**src/rtl/regfile_param.sv**
```systemverilog
// regfile_param: parametrised 2R/2W register file (B wins collisions), optional registered reads/bypass/zero reg, sequenced clear sweep
module regfile_param #(
  parameter int DATA_W   = 8,
  parameter int DEPTH    = 8,
  parameter int ADDR_W   = $clog2(DEPTH),
  parameter int REG_RD   = 0,
  parameter int BYPASS   = 1,
  parameter int ZERO_REG = 0
) (
  input  logic              clk,
  input  logic              rst,
  input  logic              we_a,
  input  logic [ADDR_W-1:0] waddr_a,
  input  logic [DATA_W-1:0] wdata_a,
  input  logic              we_b,
  input  logic [ADDR_W-1:0] waddr_b,
  input  logic [DATA_W-1:0] wdata_b,
  input  logic [ADDR_W-1:0] raddr1,
  input  logic [ADDR_W-1:0] raddr2,
  output logic [DATA_W-1:0] rdata1,
  output logic [DATA_W-1:0] rdata2,
  input  logic              clr_req,
  output logic              busy,
  output logic              wr_collide,
  output logic              wr_drop
);
  typedef enum logic {IDLE, SWEEP} state_t;
  state_t state, state_nx;
  logic [DATA_W-1:0] mem [DEPTH];
  logic [ADDR_W-1:0] cnt;
  logic zero_a, zero_b, ok_a, ok_b;
  assign zero_a = ZERO_REG != 0 && waddr_a == '0;
  assign zero_b = ZERO_REG != 0 && waddr_b == '0;
  assign ok_a = we_a && !busy && !zero_a;
  assign ok_b = we_b && !busy && !zero_b;
  always_ff @(posedge clk)
    if (rst) state <= IDLE;
    else state <= state_nx;
  always_comb state_nx = state == IDLE ? (clr_req ? SWEEP : IDLE) : (cnt == ADDR_W'(DEPTH - 1) ? IDLE : SWEEP);
  always_comb busy = state == SWEEP;
  always_ff @(posedge clk)
    if (rst) begin
      for (int i = 0; i < DEPTH; i++) mem[i] <= '0;
      cnt <= '0;
      wr_collide <= 1'b0;
      wr_drop <= 1'b0;
    end else begin
      if (busy) begin
        mem[cnt] <= '0;
        cnt <= cnt + 1'b1;
      end
      if (ok_a) mem[waddr_a] <= wdata_a;
      if (ok_b) mem[waddr_b] <= wdata_b;
      wr_collide <= ok_a && ok_b && waddr_a == waddr_b;
      wr_drop <= (busy && (we_a || we_b)) || (we_a && zero_a) || (we_b && zero_b);
    end
  for (genvar g = 0; g < 2; g++) begin : gen_rd
    logic [ADDR_W-1:0] ra;
    logic [DATA_W-1:0] nx, q;
    assign ra = g == 0 ? raddr1 : raddr2;
    always_comb nx = (ZERO_REG != 0 && ra == '0) ? '0 :
                     (BYPASS != 0 && ok_b && waddr_b == ra) ? wdata_b :
                     (BYPASS != 0 && ok_a && waddr_a == ra) ? wdata_a : mem[ra];
    if (REG_RD != 0) begin : gen_reg
      always_ff @(posedge clk)
        if (rst) q <= '0;
        else q <= nx;
    end else begin : gen_comb
      assign q = nx;
    end
  end
  assign rdata1 = gen_rd[0].q;
  assign rdata2 = gen_rd[1].q;
endmodule

```
**config.mk**
```make
export PLATFORM = sky130hd
export DESIGN_NAME = regfile_param
export DESIGN_NICKNAME = d
export VERILOG_FILES = /design/src/rtl/regfile_param.sv
export SDC_FILE = /design/constraint.sdc
export NUM_CORES = 1
export LEC_CHECK = 0
export BUFFER_PORTS_ARGS = -buffer_cell sky130_fd_sc_hd__clkbuf_2
export CAP_MARGIN = 20
export CORE_MARGIN = 2
export CORE_UTILIZATION = 54
export CTS_BUF_LIST = sky130_fd_sc_hd__clkbuf_16
export CTS_CLUSTER_SIZE = 8
export DETAILED_ROUTE_END_ITERATION = 6
export HOLD_SLACK_MARGIN = 0.05
export PLACE_DENSITY_LB_ADDON = 0.2
export SYNTH_ARGS = -nofsm -noshare
export SYNTH_HDL_FRONTEND = slang
export SYNTH_SLANG_ARGS = --single-unit
```
**constraint.sdc**
```tcl
create_clock -name clk -period 1.9 [get_ports clk]
set_input_delay 0.095 -clock clk [delete_from_list [all_inputs] [get_ports clk]]
set_output_delay 0.095 -clock clk [all_outputs]
set_load 0.05 [all_outputs]
```
# ---- After elaboration in Yosys (flattened, before gate mapping)
# Memories as Yosys holds them, arrays and structs flattened.
# Cells that the tools add are included.
dict set report classes {
  add_sub_neg 1
  n_bitwise 0
  muxes 27
  eq_ne 6
  div_mod_pow 0
  reduce_logical 14
  multipliers 0
  shift 0
  magnitude_cmp 0
}
# operator n
set op_table {}
lappend op_table {{$mux W8} 7}
lappend op_table {{$reduce_or A8 Y1} 3}
lappend op_table {{$mux W1} 17}
lappend op_table {{$eq A3 B3 Y1} 5}
lappend op_table {{$logic_and A1 B1 Y1} 9}
lappend op_table {{$mux W3} 3}
lappend op_table {{$add A3 B1 Y3 const B} 1}
lappend op_table {{$eq A3 B3 Y1 const B} 1}
lappend op_table {{$logic_not A1 Y1} 1}
lappend op_table {{$logic_or A1 B1 Y1} 1}
dict set report word_totals {
  elab_cells 53
  regBits 6
  ram_bits 64
  out_inout_bits 19
  latchBits 0
  rom_bits 0
  in_bits 33
  mem_count 1
}
# memory depth word_bits read_ports rd_clocked_by_memory_dff write_ports line
set mem_list {}
lappend mem_list {mem 8 8 2 0 8 29} ;# logic [DATA_W-1:0] mem [DEPTH];

# ---- Depth between registers and ports, before layout
dict set report depth {
  ltp_word 7
  ltp_mapped 7
  ltp_nobuf 5
}

# ---- Worst setup path before layout
# Ideal clock, no wire load.
dict set report synth_timing {
  path_type {register -> output}
  from {register state (netlist: busy)}
  to {output rdata2[0]}
  path_buffers 1
  path_stages_with_launch 6
  t_required_ns 1.805
  t_arrival_ns 2.589
  setup_slack_ns -0.784
  path_cell_list {dfxtp_1 > buf_2 > nor2b_1 > nand4_1 > mux2i_1 > o21ai_0}
}
dict set report synth_between {
  elab_chain_len 5
  elab_cells_between_ends 7
  classes_between {mux (2); reduce/logical (5)}
}
# element line
set synth_rtl {}
lappend synth_rtl {{start, declared} 28} ;# state_t state, state_nx;
lappend synth_rtl {{start signal, assigned} 38} ;# else state <= state_nx;
lappend synth_rtl {{$logic_not A1 Y1 (*)} {34, 35}}
lappend synth_rtl {{$logic_and A1 B1 Y1} 34} ;# assign ok_a = we_a && !busy && !zero_a;
lappend synth_rtl {{$logic_and A1 B1 Y1} 63} ;# (BYPASS != 0 && ok_a && waddr_a == ra) ? wdata_a : mem[ra];
lappend synth_rtl {{$mux W8} 63}
lappend synth_rtl {{$mux W8 (*)} 62} ;# (BYPASS != 0 && ok_b && waddr_b == ra) ? wdata_b :
lappend synth_rtl {{end, declared} 21} ;# output logic [DATA_W-1:0] rdata2,
# Every way passes the cells marked *; elsewhere a longest branch is shown, timed or not.

==> summary.md <==
| Metric | Value |
|---|---|
| Drt wl/cell | `25.40 um` |
| Vias per cell | `6.772` |
| Post-synthesis cell type count | `between 40 and 50` |
| Post-DP HPWL | `between 10000 and 15000 um` |
| Detail Route Antenna Nets | `0` |
| Hold WC Path Type | `in2reg` |
| CP bufs+invs | `1` |
| Failing checks | `negative setup slack` |
| Clock sinks | `70` |
| RSZ-0062 raised after global routing | `yes` |
| IO buf count | `51` |
| Gpl congestion | `roughly 0.92` |
| VDD IR max | `0.5079 mV` |
| Die ar. | `0.009683 sq mm` |
| Top FF cell, synth | `edfxtp_1` |
| Grt ovf | `0` |
| Min Tclk post-route | `~2.1 ns` |
| Seq. cell area | `between 0.002 and 0.0025 sq mm` |
| Max-cap violations | `0` |
| # fillers | `550` |
| Mapped Cells | `~400` |
| CP top delay family | `multiplexers` |
| Crit share post-route | `1.096` |
| Clock Root Buffer | `clkbuf_16` |
| Slew Limit Fails | `0` |
| Vias in the first global route | `roughly 4100` |
| Stages on worst setup path | `5` |
| H-Tree Depth | `3` |
| Die X | `roughly 98 um` |
| Clk_lat worst skew | `between 0.3 and 0.4 ns` |
| Area Growth Syn to Fin | `38.38%` |
| Antenna violations before repair | `0` |
| Fin nets | `about 530` |
| Total track usage | `0.3237` |
| Setup CP Type | `reg2out` |
| Synth top cells by count | `70 x nand2_1, 64 x edfxtp_1, 32 x mux4_2, 26 x o21ai_1, 23 x a32o_1` |
| CP max-delay cell | `mux4_2` |
| WHS Path Cells | `3` |
| Worst hold margin | `just under 0.06 ns` |
| Die height | `98.40 um` |
| # diodes | `0` |
| Synth Register Bits | `70` |
| Synth top area share | `0.3994` |
| Row cnt | `34` |
| Num CTS Buffers | `9` |
| Largest net degree at the start of global routing | `21` |
| Async SR Flop Fraction | `0` |
| Final setup viols | `135` |
| PnR worst setup slack | `-0.1831 ns` |
| Critical path cell sequence | `mux4_2 > mux2_4 > mux2i_4 > o21ai_2 > buf_12` |
| Post-synth EDFFs | `between 60 and 70` |
| CP arrival | `a little under 2 ns` |
| Slew margin rel. | `0.7119` |
| Worst Min Path Start | `we_b` |
| R2R Path Start | `busy$_SDFF_PP0_` |
| Area of the multi-input gates | `~0.003 sq mm` |
| Top cells by area, synth | `edfxtp_1 40%, mux4_2 15%, nand2_1 5.5%` |
| Outcome | `complete, but fails checks` |
| Core area | `roughly 0.0087 sq mm` |
| CP startpoint kind | `flip-flop` |
| Layout cell share with drive strength beyond 1 | `0.5538` |
| Worst-Margin Slew | `between 0.4 and 0.5 ns` |
| CTS Buffer Depth | `2` |
| CTS tree | `yes` |
| CP Max Fanout | `2` |
| Initial drt markers | `350` |
| I/O pins | `between 50 and 60` |
| Initial core utilization | `0.5545` |
| Fmax achieved | `around 0.48 GHz` |
| CP Launch Point | `mem[4][1]$_DFFE_PP_` |
| Final WL | `15490 um` |
| Synthesized area per cell | `between 10 and 15 sq um` |
| Leakage | `around 0.0025 uW` |
| Via Count | `4131` |
| Final core utilization | `0.7673` |
| Cell area power density | `just over 700 mW/mm^2` |
| Most instantiated library cell after synthesis | `nand2_1` |
| Setup Skew | `0.003338 ns` |
| Drc violations | `0` |
| Reg clk slew, reported paths | `roughly 0.06 ns` |
| Worst Reg-to-Reg Cells | `5` |
| CP max stage delay | `~0.5 ns` |
| Largest area contributor in the netlist | `edfxtp_1` |
| Yosys warnings | `0` |
| First-pass GRT wire length | `~23000 um` |
| Worst path required time | `around 1.8 ns` |
| Pre-Repair DR Iteration Count | `5` |
| Post-synthesis sequential area ratio | `0.4243` |
| Syn Std Cell Area | `around 0.0048 sq mm` |
| Final Hold Viols | `0` |
| Post-Syn Nets | `438` |
| Critical Path End Type | `primary output` |
| R2r setup slk | `-0.18 ns` |
==> sequential cells by signal, summed over array words and instances (netlist names) <==
signal,flops
cnt,3
wr_drop,1
mem,64
wr_collide,1
busy,1
==> cell type report <==
cell class / count / area share
clock buffers: 9 / 0.03382
multi-input cells: 294 / 0.4487
flip-flops and latches: 70 / 0.3072
repair buffers: 122 / 0.1798
inverters: 1 / 0.0005637
clock inverters: 6 / 0.009583
well taps: 108 / 0.02029
==> routing by layer <==
metal  vias up  global-route usage  share of wire
met4         0              0.1823          0.052
met2       284              0.5343           0.50
met1      2013              0.4144           0.35
li1       1775                   -              -
met5         -                   0              0
met3        59             0.04080          0.095
==> tightest hold or removal path: stages <==
cell and delay, ns:
clkbuf_2 0.14, nand2_1 0.07, nor2_1 0.04
==> repair_timing <==
item                                    in CTS  in global routing
gates cloned                                 0                  0
pin swaps                                   43                 17
hold buffers                                 1                  0
endpoints found under the setup margin     136                144
buffers inserted                             8                  7
endpoints found under the hold margin        1                  0
resized for setup                           57                 33
==> power by group <==
part | leakage, uW | total [uW] | switching [uW] | internal, uW
clock | 0.000137 | 1640 | 639 | 1000
sequential | 0.000716 | 1820 | 48.5 | 1770
combinational | 0.00163 | 1360 | 724 | 635
total | 0.00248 | 4820 | 1410 | 3410
==> cells in the final DEF (no fill, tap or decap), types with 2 or more instances in the layout <==
cell type,instances
nor2_2,2
buf_4,45
dfxtp_1,5
buf_8,3
nand3b_1,2
clkinvlp_4,2
nor3_4,5
or3_4,5
a32o_1,23
a311o_1,3
xor2_1,6
o31ai_1,2
mux2_2,2
mux2i_1,11
or4_4,5
edfxtp_1,64
nor4_4,5
clkinv_2,2
buf_6,15
nand2_1,68
ha_1,2
nor2b_1,2
buf_12,23
clkbuf_2,35
nor2_1,9
mux2i_4,5
o21ai_2,47
mux4_2,32
nand3_1,2
nand4_1,2
xnor2_1,10
mux2i_2,5
o21ai_1,7
clkbuf_16,9
mux2_4,16
nor2_4,3
==> metrics by stage <==
stage	instance area [sq um]	instances	total power, uW	TNS, ns	setup slack, ns
after floorplan	4970	403	2551	-2.153	-0.1071
after global placement	5879	581	3017	-3.091	-0.06233
after detailed placement	5879	581	3039	-8.577	-0.1606
after CTS	6485	605	4748	-9.390	-0.1678
after global routing	6659	610	4926	-18.67	-0.2311
final	6659	610	4819	-13.40	-0.1831
==> final timing paths <==
check                                              to
worst min register to register    cnt[0]$_SDFFE_PP0P_
worst max register to register    mem[0][2]$_DFFE_PP_
worst max-delay path                        rdata2[1]
worst min-delay path            wr_collide$_SDFF_PP0_
==> logic make-up after synthesis <==
family | Yosys count | synth area share
DFF | 70 | 0.4243
AOI/OAI and AO/OA | 86 | 0.1323
and+or+nand+nor | 119 | 0.1308
xor gates and xnor gates | 16 | 0.02912
muxes | 71 | 0.2387
buffers and inverters | 39 | 0.03952
adders and majority gates | 2 | 0.005199
Power figures use the tool's default switching activity.
